File: config.mk
export PLATFORM = sky130hd
export DESIGN_NAME = mdio_capture_reader
export DESIGN_NICKNAME = d
export VERILOG_FILES = /design/src/rtl/mdio_capture_reader.sv
export SDC_FILE = /design/constraint.sdc
export NUM_CORES = 1
export LEC_CHECK = 0
export ABC_AREA = 1
export CELL_PAD_IN_SITES_DETAIL_PLACEMENT = 1
export CELL_PAD_IN_SITES_GLOBAL_PLACEMENT = 1
export CORE_AREA = 2 2 509 511
export DETAILED_ROUTE_END_ITERATION = 6
export DIE_AREA = 0 0 511 513
export PLACE_DENSITY_LB_ADDON = 0.1
export SLEW_MARGIN = 15
export SYNTH_ARGS = -nofsm -noshare
export SYNTH_HDL_FRONTEND = slang
export SYNTH_SLANG_ARGS = --single-unit
File: constraint.sdc
create_clock -name clk -period 2.3 [get_ports clk]
set_clock_uncertainty 0.1 [all_clocks]
set_input_delay 0.345 -clock clk [delete_from_list [all_inputs] [get_ports clk]]
set_output_delay 0.345 -clock clk [all_outputs]
set_load 0.02 [all_outputs]
File: src/rtl/mdio_capture_reader.sv
// ============================================================================
// Module   : mdio_capture_reader
// Purpose  : MDIO-side readback engine for the ADC capture memories. Accepts
//            register-file read requests, issues a one-cycle chip enable and
//            address to exactly one capture memory, waits RD_LAT cycles, and
//            returns one lane of the addressed word with a valid strobe.
//            Tracks busy, overrun, out-of-range and end-of-buffer status.
// Optional : `define MDIO_RD_AUTOINC_EN adds an internal {sel, addr} pointer
//            with load and auto-increment for sweeping a capture buffer.
// Ports    : clk, rstn (async active-low)
//            rd_en, rd_req, rd_load, rd_sel, rd_addr, auto_inc, last_sel
//            mem_din (flattened read data), mem_cen (one-hot), mem_addr
//            rd_data, rd_valid, busy, rd_done, rd_ovf, rd_err
// Revision : 1.0 - initial release
// ============================================================================
`default_nettype none

module mdio_capture_reader #(
  parameter int NUM_MEM = 24,
  parameter int LANES   = 4,
  parameter int LANE_W  = 9,
  parameter int ADDR_W  = 15,
  parameter int RD_LAT  = 1,
  localparam int SEL_W  = $clog2(NUM_MEM * LANES)
) (
  input  logic                             clk,
  input  logic                             rstn,
  input  logic                             rd_en,
  input  logic                             rd_req,
  input  logic                             rd_load,
  input  logic [SEL_W-1:0]                 rd_sel,
  input  logic [ADDR_W-1:0]                rd_addr,
  input  logic                             auto_inc,
  input  logic [SEL_W-1:0]                 last_sel,
  input  logic [NUM_MEM*LANES*LANE_W-1:0]  mem_din,
  output logic [NUM_MEM-1:0]               mem_cen,
  output logic [NUM_MEM*ADDR_W-1:0]        mem_addr,
  output logic [LANE_W-1:0]                rd_data,
  output logic                             rd_valid,
  output logic                             busy,
  output logic                             rd_done,
  output logic                             rd_ovf,
  output logic                             rd_err
);

  localparam int         NUM_LANES = NUM_MEM * LANES;
  // WAIT is left once the counter (started at 1 in ISSUE) reaches RD_LAT-1.
  localparam logic [2:0] WAIT_LAST = 3'(RD_LAT - 1);

  typedef enum logic [1:0] {
    S_IDLE  = 2'd0,
    S_ISSUE = 2'd1,
    S_WAIT  = 2'd2,
    S_CAPT  = 2'd3
  } state_t;

  state_t              state, state_nxt;
  logic [SEL_W-1:0]    sel_q;
  logic [ADDR_W-1:0]   addr_q;
  logic [2:0]          wait_cnt;
  logic [SEL_W-1:0]    req_sel;
  logic [ADDR_W-1:0]   req_addr;
  logic [SEL_W-1:0]    cur_mem;
  logic [LANE_W-1:0]   lane_data;
  logic                idle;
  logic                req_ok;
  logic                req_bad;
  logic                req_drop;

  assign idle     = (state == S_IDLE);
  assign busy     = !idle;
  assign req_ok   = rd_en && rd_req && idle && (req_sel <= last_sel);
  assign req_bad  = rd_en && rd_req && idle && (req_sel >  last_sel);
  assign req_drop = rd_en && rd_req && !idle;

`ifdef MDIO_RD_AUTOINC_EN
  logic [SEL_W-1:0]  ptr_sel,  base_sel,  nxt_sel;
  logic [ADDR_W-1:0] ptr_addr, base_addr, nxt_addr;

  // A load in the same cycle as a request is seen by that request.
  assign base_sel  = rd_load ? rd_sel  : ptr_sel;
  assign base_addr = rd_load ? rd_addr : ptr_addr;
  assign req_sel   = auto_inc ? base_sel  : rd_sel;
  assign req_addr  = auto_inc ? base_addr : rd_addr;

  always_comb begin
    nxt_addr = base_addr + 1'b1;
    nxt_sel  = base_sel;
    if (&base_addr) begin
      nxt_sel = (base_sel >= last_sel) ? '0 : base_sel + 1'b1;
    end
  end

  always_ff @(posedge clk or negedge rstn) begin
    if (!rstn) begin
      ptr_sel  <= '0;
      ptr_addr <= '0;
    end else if (!rd_en) begin
      ptr_sel  <= '0;
      ptr_addr <= '0;
    end else if (req_ok && auto_inc) begin
      ptr_sel  <= nxt_sel;
      ptr_addr <= nxt_addr;
    end else if (rd_load) begin
      ptr_sel  <= rd_sel;
      ptr_addr <= rd_addr;
    end
  end
`else
  logic unused_autoinc;
  assign unused_autoinc = &{1'b0, rd_load, auto_inc};
  assign req_sel        = rd_sel;
  assign req_addr       = rd_addr;
`endif

  // Global lane select maps straight onto the flattened lane index.
  assign cur_mem   = sel_q / SEL_W'(LANES);
  assign lane_data = (int'(sel_q) < NUM_LANES) ? mem_din[sel_q*LANE_W +: LANE_W] : '0;

  for (genvar m = 0; m < NUM_MEM; m++) begin : g_mem
    logic hit;
    assign hit                          = (state == S_ISSUE) && (cur_mem == SEL_W'(m));
    assign mem_cen[m]                   = hit;
    assign mem_addr[m*ADDR_W +: ADDR_W] = hit ? addr_q : '0;
  end

  always_ff @(posedge clk or negedge rstn) begin
    if (!rstn) state <= S_IDLE;
    else       state <= state_nxt;
  end

  always_comb begin
    state_nxt = state;
    case (state)
      S_IDLE:  if (req_ok) state_nxt = S_ISSUE;
      S_ISSUE: state_nxt = (RD_LAT == 1) ? S_CAPT : S_WAIT;
      S_WAIT:  if (wait_cnt == WAIT_LAST) state_nxt = S_CAPT;
      S_CAPT:  state_nxt = S_IDLE;
      default: state_nxt = S_IDLE;
    endcase
    if (!rd_en) state_nxt = S_IDLE;
  end

  always_ff @(posedge clk or negedge rstn) begin
    if (!rstn) begin
      sel_q    <= '0;
      addr_q   <= '0;
      wait_cnt <= '0;
      rd_data  <= '0;
      rd_valid <= 1'b0;
      rd_done  <= 1'b0;
      rd_ovf   <= 1'b0;
      rd_err   <= 1'b0;
    end else if (!rd_en) begin
      sel_q    <= '0;
      addr_q   <= '0;
      wait_cnt <= '0;
      rd_data  <= '0;
      rd_valid <= 1'b0;
      rd_done  <= 1'b0;
      rd_ovf   <= 1'b0;
      rd_err   <= 1'b0;
    end else begin
      if (req_ok) begin
        sel_q  <= req_sel;
        addr_q <= req_addr;
      end
      if (state == S_ISSUE)     wait_cnt <= 3'd1;
      else if (state == S_WAIT) wait_cnt <= wait_cnt + 3'd1;
      rd_valid <= (state == S_CAPT);
      if (state == S_CAPT) begin
        rd_data <= lane_data;
        if ((sel_q == last_sel) && (&addr_q)) rd_done <= 1'b1;
      end
      if (req_bad)  rd_err <= 1'b1;
      if (req_drop) rd_ovf <= 1'b1;
    end
  end

endmodule

`default_nettype wire

Word-level counts from Yosys, hierarchy flattened. Cells that the tools add are included.

Flip-flop bits (word level): 40. Word-level logic and storage cells: 133. Output and inout bits: 398.

Reduce and logical (&&, ||, !) cells: 37. Equal/unequal tests: 35. Order comparisons: 3. Multiplexer cells: 46. $mul: 1. Shift-type cells: 1. Add/sub/neg operators: 1.

Operators with widths (number): variable part select 864 x 12 -> 9 bit (1); two-way mux 15 bit (26); == test 5 x 4 -> 1 bit (second input constant) (8); == test 5 bit (second input constant) (8); logical AND 1 bit (30); two-way mux 9 bit (3); == test 5 x 3 -> 1 bit (second input constant) (4); AND reduction 15 bit (1); two-way mux 7 bit (2); multiplier 7 x 4 -> 11 bit (second input constant) (1); == test 5 x 2 -> 1 bit (second input constant) (2); inequality test 2 x 1 -> 1 bit (second input constant) (5); two-way mux 3 bit (3); two-way mux 1 bit (8); case mux 2 bit (4 select lines) (1); == test 7 bit (1); greater-than comparator 7 bit (1); less-or-equal comparator 7 bit (1); zero test 7 bit (1); < comparator 7 bit (second input constant) (1); two-way mux 2 bit (3); == test 5 x 1 -> 1 bit (second input constant) (1); == test 2 bit (second input constant) (2); AND reduction 2 bit (2); other kinds (8) (8).

Depth between registers and ports, before layout. Gate-level depths: netlist (run 1).

Depth after elaboration: 6. Depth in mapped cells: 16. Depth with buffers taken out: 13.

Worst setup path after synthesis (run 1). No wires, ideal clock.

Kind: flip-flop to output port. Start point: register state[1]. End point: output mem_addr[244]. Path slack: 155 ps. Data required time: 1855 ps. Stages on the path, launching flop included: 8. Arrival: 1700 ps. Buffers on the path: 1. Cells stage by stage: dfrtp_1 > inv_1 > ha_1 > nand2_1 > nor3_1 > inv_2 > clkbuf_1 > nor2_1.

Longest elaborated chain between the ends: 3.

Ends and longest elaborated chain: start: declaration (line 57) `state_t state, state_nxt;`; start signal: assignment (line 129) `else state <= state_nxt;`; == test 2 x 1 -> 1 bit (line 122) `assign hit = (state == S_ISSUE) && (cur_mem == SEL_W'(m));`; logical AND 1 bit (line 122); net g_mem[16].hit (line 121) `logic hit;`; two-way mux 15 bit (line 124) `assign mem_addr[m*ADDR_W +: ADDR_W] = hit ? addr_q : '0;`; end: declaration (line 37) `output logic [NUM_MEM*ADDR_W-1:0] mem_addr,`.

The timed path passes the listed nets, and every way through them passes these cells.

Worst setup path after layout (run 1).
Start point: register state[1]. End point: output mem_cen[11].

Longest elaborated chain between the ends: 2.

Ends and longest elaborated chain: == test 2 x 1 -> 1 bit (line 122); logical AND 1 bit (line 122); end: declaration (line 36) `output logic [NUM_MEM-1:0] mem_cen,`.

No other way between the ends.

==> impl_metrics.ini, run 1 <==
[pwr]
ir_drop_mv = 0.2506
p_leak_nw = 17.19
power_density_nw_per_um2 = 358.7

[status]
violations = negative setup slack
status = complete, but fails checks

[layout]
area_delta_synth_final_pct = 174.5
final_cell_count_no_fill = 8194
drive_gt1_share_pct = 29.02
final_nets = 5697
n_fill_cell = 31024

[yosys]
syn_inst = 3196
syn_nets = 4108
synth-edff-count = 0
synth_top_area_share_pct = 33.95
yosysWarnings = 0
synthArstFlopShare_pct = 100.0
synth_cell_types = 30
yosysMostFrequentCell = nand2_1
ys_top_cells_by_area = nand2_1 (34%), nor2_1 (19%), inv_1 (9.1%)
yosysTopAreaCell = nand2_1
yosysSeqAreaShare_pct = 7.102
syn-cell-area_um2 = 14090
synth_common_cells = nand2_1 (1275), nor2_1 (718), inv_1 (342)
synth_ff_type = dfrtp_1
ys_seq_elements = 40
syn_avg_cell_area_um2 = 4.410

[worst_setup_path]
critPathLaunchType = flop
critPathArrivalTime_ns = 2.19
path_max_fanout = 4
end_kind = output pin
path_class = reg -> out
crit_required_ns = 1.86

[detailed_routing]
remaining_drc_errors = 0
avgRoutedWirePerCell_um = 25.92
wirelength_um = 212400
viasPerCell = 3.242
ant_nets = 0
vias = 26562
dr.pass1.iters = 4
drt_iter0_drc = 1060

[floorplan]
num_io_pins = 1297
start_util_pct = 5.501
rows = 186
die_h_um = 513
core_um2 = 256200
die_x_um = 511
die_area_um2 = 262100

[clock_network]
cts.clk_slew.worst_paths_ns = 0.07
tritoncts = done
cts_buffer_depth = 2
cts.sinks = 40
numCtsBuffers = 5
clk_latency_ns = 0.31
cts_root_buf = clkbuf_16
htreeDepth = 2

[sta]
period_share_pct = 114.6
final.min_clock_period_ns = 2.635
grt_setup_unrepaired = true
setup_violations = 377
finalHoldViolations = 0
tightestPinTransition_ns = 0.5711
drv_slew = 0
relSlewSlack_pct = 61.92
fmax_mhz = 379.5
setup_slack_ns = -0.3351

[global_route]
grt_max_degree = 34
grt_pass1_wl_um = 272700
grt_usage_pct = 15.30
grt-ovfl-total = 0
grt_antenna_before_repair = 139
grt_pass1_vias = 28952

[worst_hold_path]
holdCritPathClass = reg -> reg

[placement]
dp.cells = 8025
pre_cts_ws_ns = -0.8243
dp_hpwl_um = 176800
place.gp.congestion = 0.7738
io_buffers = 1294

[run]
maxCapViolCount = 0
==> placed cells by master (no fill, tap or decap), drive strengths merged, types with 2 or more instances in the layout <==
cell and count:
nor4 2, clkinv 9, o21ai 250, nand2 1275
a21oi 8, dfrtp 40, buf 843, clkdlybuf4s50 907
diode 24, clkdlybuf4s15 17, clkbuf 27, clkdlybuf4s18 2
ha 13, nand3 208, nor2 724, xnor2 2
inv 372, dlygate4sd2 40, nor3 6, clkinvlp 2
nand4 13, o22ai 19
==> where the power goes <==
group          switching [W]  internal [W]
clock               0.000355      0.000546
combinational        0.00688       0.00519
sequential         0.0000936      0.000813
total                0.00733       0.00655
==> sequential cells by signal, indices dropped and copies added (netlist names) <==
register,cells
rd_ovf,1
wait_cnt,3
rd_err,1
sel_q,7
rd_valid,1
state,2
addr_q,15
rd_data,9
rd_done,1
==> cell type report <==
class                      instances  area, µm²  area share, %
timing repair buffer            1831      18910          48.89
multi-input combinational       2525      12620          32.62
tap                             3384       4234          10.94
inverter                         376       1588          4.104
sequential                        40       1012          2.616
clock buffer                       6      138.9         0.3590
timing repair inverter             6      82.58         0.2135
antenna                           24      60.06         0.1552
clock inverter                     2      38.79         0.1003
==> worst paths after layout <==
kind / start / to / slack [ns] / cells after the start
min: rd_data[2] / rd_data[2] / 0.39 / 2
max: state[1] / mem_cen[11] / -0.34 / 14
min in group asynchronous: rstn / addr_q[9] / 0.43 / 2
max reg2reg: sel_q[0] / rd_data[7] / -0.32 / 15
max in group asynchronous: rstn / sel_q[2] / 1.11 / 3
min reg2reg: rd_data[2] / rd_data[2] / 0.39 / 2
==> cell families after synthesis <==
group,Yosys count,share of synthesized area [%]
AND/OR/NAND/NOR,2228,61.78
XOR/XNOR,3,0.1865
buffers and inverters,631,19.52
adder cells (fa/ha/maj),13,1.154
flip-flops,40,7.102
AO/OA/AOI/OAI,281,10.25
==> layer usage <==
layer,GRT usage [%],up-vias,share of wire (%)
li1,-,12781,-
met1,18.71,12538,43
met2,27.30,912,49
met3,4.487,235,6.5
met4,0.9937,96,0.95
met5,0,-,0.29
==> stage by stage <==
| step | power, W | util (%) | cell area, µm² | TNS (ns) | hold slack [ns] |
|---|---|---|---|---|---|
| after global routing | 0.01512 | 15.09 | 38650 | -111.02 | 0.4133 |
| after global placement | 0.01167 | 13.26 | 33970 | -181.94 | 0.2355 |
| after CTS | 0.01343 | 14.18 | 36330 | -96.18 | 0.3966 |
| after detailed placement | 0.01164 | 13.26 | 33970 | -158.12 | 0.2333 |
| after floorplan | 0.004483 | - | 14090 | 0 | -0.05059 |
| final | 0.01388 | 15.10 | 38690 | -58.91 | 0.3928 |
==> worst max-delay path: stages, from the launching register on <==
cell and delay (ns):
dfrtp_1 0.39, inv_2 0.08, ha_4 0.14, inv_2 0.04
nor2_4 0.13, inv_4 0.08, nor2_4 0.11, inv_4 0.06
buf_6 0.11, nor2_4 0.15, buf_6 0.15, buf_4 0.10
buf_4 0.09, buf_4 0.12, buf_12 0.12
==> repair_timing <==
item	4_1_cts	5_1_grt
pin swaps	42	146
gates resized for setup	1412	836
endpoints found under the setup margin	396	415
gates cloned	14	18
hold endpoints to repair	15	0
setup buffers	70	56
hold buffers	1	0
Power figures use the tool's default switching activity.
==> inputs of run 2 (changes only) <==
PLACE_DENSITY_LB_ADDON = 0.2   (was 0.1)
==> impl_metrics.ini, run 2 (synthesized netlist as in run 1, its figures left out) <==
[clock_network]
cts-hold-fix-buffers = 0
tritoncts = done
cts.sinks = 40
numCtsBuffers = 5
htreeDepth = 2
clk_latency_ns = 0.31
cts.clk_slew.worst_paths_ns = 0.07
cts_root_buf = clkbuf_16
cts_buffer_depth = 2

[floorplan]
start_util_pct = 5.501
die_x_um = 511
die_h_um = 513
die_area_um2 = 262100
rows = 186
core_um2 = 256200
num_io_pins = 1297

[detailed_routing]
dr.pass1.iters = 5
ant_nets = 0
vias = 26091
drt_iter0_drc = 1108
remaining_drc_errors = 0
wirelength_um = 197600
avgRoutedWirePerCell_um = 24.31
viasPerCell = 3.209

[sta]
drv_slew = 0
final.min_clock_period_ns = 2.622
setup_slack_ns = -0.3222
period_share_pct = 114.0
finalHoldViolations = 0
grt_setup_unrepaired = true
tightestPinTransition_ns = 0.7715
setup_violations = 384
relSlewSlack_pct = 48.57
fmax_mhz = 381.4
whs_ns = 0.004869

[global_route]
use_met2_pct = 25.76
grt_usage_pct = 14.47
met1_usage_pct = 17.92
grt_pass1_wl_um = 260800
grt.busiest_layer = met2
grt_max_degree = 36
grt_antenna_before_repair = 81
grt-ovfl-total = 0
grtUsageMet3_pct = 3.912
grt_pass1_vias = 28433

[placement]
place.gp.congestion = 0.8066
dp_hpwl_um = 169200
placed_area_um2 = 34280
io_buffers = 1294
dp.cells = 8036

[worst_setup_path]
crit_required_ns = 2.40
critPathBufInv = 5
path_class = reg -> reg
path_delay_family = buffers and inverters
crit_path_cell_trace = buf_12 > clkinv_16 > buf_16 > buf_4 > o21ai_1 > nand2_2 > nand2_1 > nand4_1 > buf_12 > nand2_2 > nand3_4 > nand2_4 > nand2_1
critPathSlowestCell = dfrtp_4
path_max_fanout = 6
slowest_delay_ns = 0.44
critPathArrivalTime_ns = 2.72
critPathLaunchType = flop
end_kind = flop

[layout]
final_common_cell = nand2_1
largest_reg_flops = 15
area_delta_synth_final_pct = 165.8
drive_gt1_share_pct = 26.87
layout_common_cells = nand2_1 (1188), clkdlybuf4s50_1 (902), nor2_1 (504), buf_4 (487), inv_1 (330)
largest_register = addr_q
final_nets = 5637
stdcell_area_um2 = 37470
top_regs = addr_q (15), rd_data (9), sel_q (7)
final_cell_count_no_fill = 8130

[pwr]
p_leak_nw = 16.60
power_density_nw_per_um2 = 362.4
ir_drop_mv = 0.3203

[run]
maxCapViolCount = 0

[status]
status = complete, but fails checks
violations = negative setup slack

[worst_hold_path]
holdCritPathClass = in -> async
[run 2: cell count changes in the layout (fill, tap and decap cells not counted), sizes merged, moves of 2 or more]
cell,delta
diode,-4
dlygate4sd2,-30
clkdlybuf4s15,+13
buf,-22
clkbuf,-19
clkinv,-2
inv,+6
clkdlybuf4s50,-5
[run 2: metrics by stage]
stage	util [%]	setup TNS, ns	worst slack, ns	power [W]
after CTS	14.32	-95.20	-0.4070	0.01385
after detailed placement	13.38	-291.49	-1.079	0.01177
after global routing	14.61	-112.05	-0.4567	0.01476
after floorplan	-	0	0.1548	0.004483
after global placement	13.38	-299.06	-1.119	0.01177
final	14.62	-67.76	-0.3222	0.01358
[run 2: worst paths after layout]
path	start	endpoint	slack, ns	cells after the start
max in group asynchronous	rstn	rd_data[1]	1.46	2
setup reg to reg	sel_q[0]	rd_data[7]	-0.32	13
setup / recovery	sel_q[0]	rd_data[7]	-0.32	13
hold / removal	rstn	addr_q[1]	0.005	1
hold reg to reg	rd_data[5]	rd_data[5]	0.39	2
min in group clk	rd_data[5]	rd_data[5]	0.39	2
[run 2: layer usage]
layer | share of wire [%] | up-vias
met4 | 0.88 | 48
met2 | 49 | 928
met1 | 44 | 12329
met5 | 0.15 | -
li1 | - | 12658
met3 | 6.7 | 128
[run 2: power by group]
group | internal, W | total [W] | switching (W)
clock network | 0.000518 | 0.000880 | 0.000363
logic | 0.00495 | 0.0118 | 0.00683
registers | 0.000812 | 0.000914 | 0.000102
[run 2: cell type report]
cell class | count | area (µm²)
timing repair buffer | 1768 | 18010
tap | 3384 | 4234
clock buffer | 5 | 125.1
antenna | 20 | 50.05
sequential | 40 | 1011
timing repair inverter | 9 | 127.6
multi-input combinational | 2525 | 12220
clock inverter | 3 | 46.29
fill | 31122 | 218800
inverter | 376 | 1640
[run 2: timing repair]
action	4_1_cts	5_1_grt
resized for setup	2197	275
pin swaps	28	51
setup buffers	52	7
endpoints found under the setup margin	395	412
gates cloned	13	2
==> inputs of run 3 (changes only) <==
PLACE_DENSITY = 0.35   (was default)
PLACE_DENSITY_LB_ADDON = default   (was 0.2)
==> impl_metrics.ini, run 3 (synthesized netlist as in run 1, its figures left out) <==
[worst_setup_path]
critPathLaunchType = flop
crit_start = state[1]
reg2reg_from = sel_q[0]
path_max_fanout = 7
critPathArrivalTime_ns = 2.37
end_kind = output pin
critPathBufInv = 9
path_delay_family = buffers and inverters
critPathSlowestCell = dfrtp_1
path_common_cell = nor2_4
crit_required_ns = 1.86
path_class = reg -> out
slowest_delay_ns = 0.39
crit_path_cell_trace = inv_2 > ha_4 > inv_2 > nor2_4 > clkinvlp_4 > buf_12 > nor2_4 > inv_4 > nor2_4 > inv_8 > buf_12 > buf_6 > nor2_4 > buf_6

[clock_network]
htreeDepth = 2
cts_root_buf = clkbuf_16
clk_latency_ns = 0.31
cts.sinks = 40
cts_buffer_depth = 2
cts.clk_slew.worst_paths_ns = 0.07
numCtsBuffers = 5
tritoncts = done

[sta]
setup_slack_ns = -0.5137
tightestPinTransition_ns = 0.6171
finalHoldViolations = 0
period_share_pct = 122.3
setup_violations = 389
relSlewSlack_pct = 58.86
final.min_clock_period_ns = 2.814
drv_slew = 0
grt_setup_unrepaired = true
fmax_mhz = 355.4

[floorplan]
die_area_um2 = 262100
die_h_um = 513
rows = 186
num_io_pins = 1297
core_um2 = 256200
die_x_um = 511
start_util_pct = 5.501

[layout]
final_nets = 5620
n_fill_cell = 31333
finish.utilization_pct = 14.18
top_regs = addr_q (15), rd_data (9), sel_q (7)
largest_register = addr_q
area_delta_synth_final_pct = 157.8
drive_gt1_share_pct = 22.68
layout_common_cells = nand2_1 (1241), clkdlybuf4s50_1 (905), nor2_1 (549), buf_4 (431), inv_1 (331)
largest_reg_flops = 15
final_common_cell = nand2_1

[global_route]
grt_pass1_wl_um = 256600
grt_max_degree = 47
grt_antenna_before_repair = 96
grt_usage_pct = 14.22
grt_pass1_vias = 28019
grt-ovfl-total = 0

[placement]
place.gp.congestion = 0.8194
pre_cts_ws_ns = -0.9197
io_buffers = 1294
dp_hpwl_um = 168900

[detailed_routing]
dr.pass1.iters = 5
drt_iter0_drc = 1087
remaining_drc_errors = 0
avgRoutedWirePerCell_um = 24.29
viasPerCell = 3.208
vias = 26012
wirelength_um = 196900
ant_nets = 0

[status]
violations = negative setup slack
status = complete, but fails checks

[worst_hold_path]
holdCritPathClass = in -> async

[pwr]
ir_drop_mv = 0.3999
p_leak_nw = 16.47
power_density_nw_per_um2 = 364.7

[run]
maxCapViolCount = 0
## run 3: repair_timing
item	CTS	global route
resized for setup	1237	688
setup endpoints to repair	396	418
buffers inserted	44	39
hold buffers	0	0
cloned	3	5
pin swaps	14	24
## run 3: cell type report
class	instances	area [µm²]	share of cell area, %
timing repair buffer	1756	17460	48.03
tap	3384	4234	11.65
multi-input combinational	2525	11740	32.30
inverter	376	1609	4.428
clock inverter	3	90.09	0.2479
antenna	15	37.54	0.1033
timing repair inverter	4	42.54	0.1171
clock buffer	5	125.1	0.3443
sequential	40	1010	2.778
## run 3: layer usage
metal | part of all wire (%) | vias to the layer above | wire length (µm) | track usage, %
met3 | 6.4 | 135 | 12680 | 3.580
met2 | 48 | 992 | 94530 | 25.07
met1 | 45 | 12223 | 88190 | 18.07
met4 | 0.63 | 44 | 1233 | 0.7115
li1 | - | 12618 | - | -
met5 | 0.14 | - | 275 | 0
## run 3: through the flow
| step | setup TNS (ns) | cells | power [W] | instance area (µm²) | hold slack, ns |
|---|---|---|---|---|---|
| floorplan | 0 | 3196 | 0.004483 | 14090 | -0.05059 |
| global placement | -265.12 | 7996 | 0.01160 | 33930 | 0.3733 |
| detailed placement | -234.40 | 7996 | 0.01159 | 33930 | 0.3696 |
| CTS | -154.74 | 8050 | 0.01334 | 35340 | 0.04437 |
| global route | -178.63 | 8097 | 0.01448 | 36310 | 0.04922 |
| finish | -123.33 | 8108 | 0.01325 | 36340 | 0.007474 |
## run 3: power breakdown
part	leakage [nW]	internal (W)	total (W)	switching [W]
Sequential	0.541	0.000812	0.000911	0.0000986
Clock	0.104	0.000733	0.00107	0.000339
Combinational	15.8	0.00474	0.0113	0.00653
Total	16.5	0.00629	0.0133	0.00696
## run 3: final timing paths
check,end,slack (ns),depth (start not counted)
hold reg to reg,rd_data[7],0.38,2
max in group asynchronous,sel_q[0],1.58,2
setup / recovery,mem_addr[0],-0.51,14
setup reg to reg,rd_data[1],-0.43,18
min in group clk,rd_data[7],0.38,2
hold / removal,addr_q[6],0.007,2
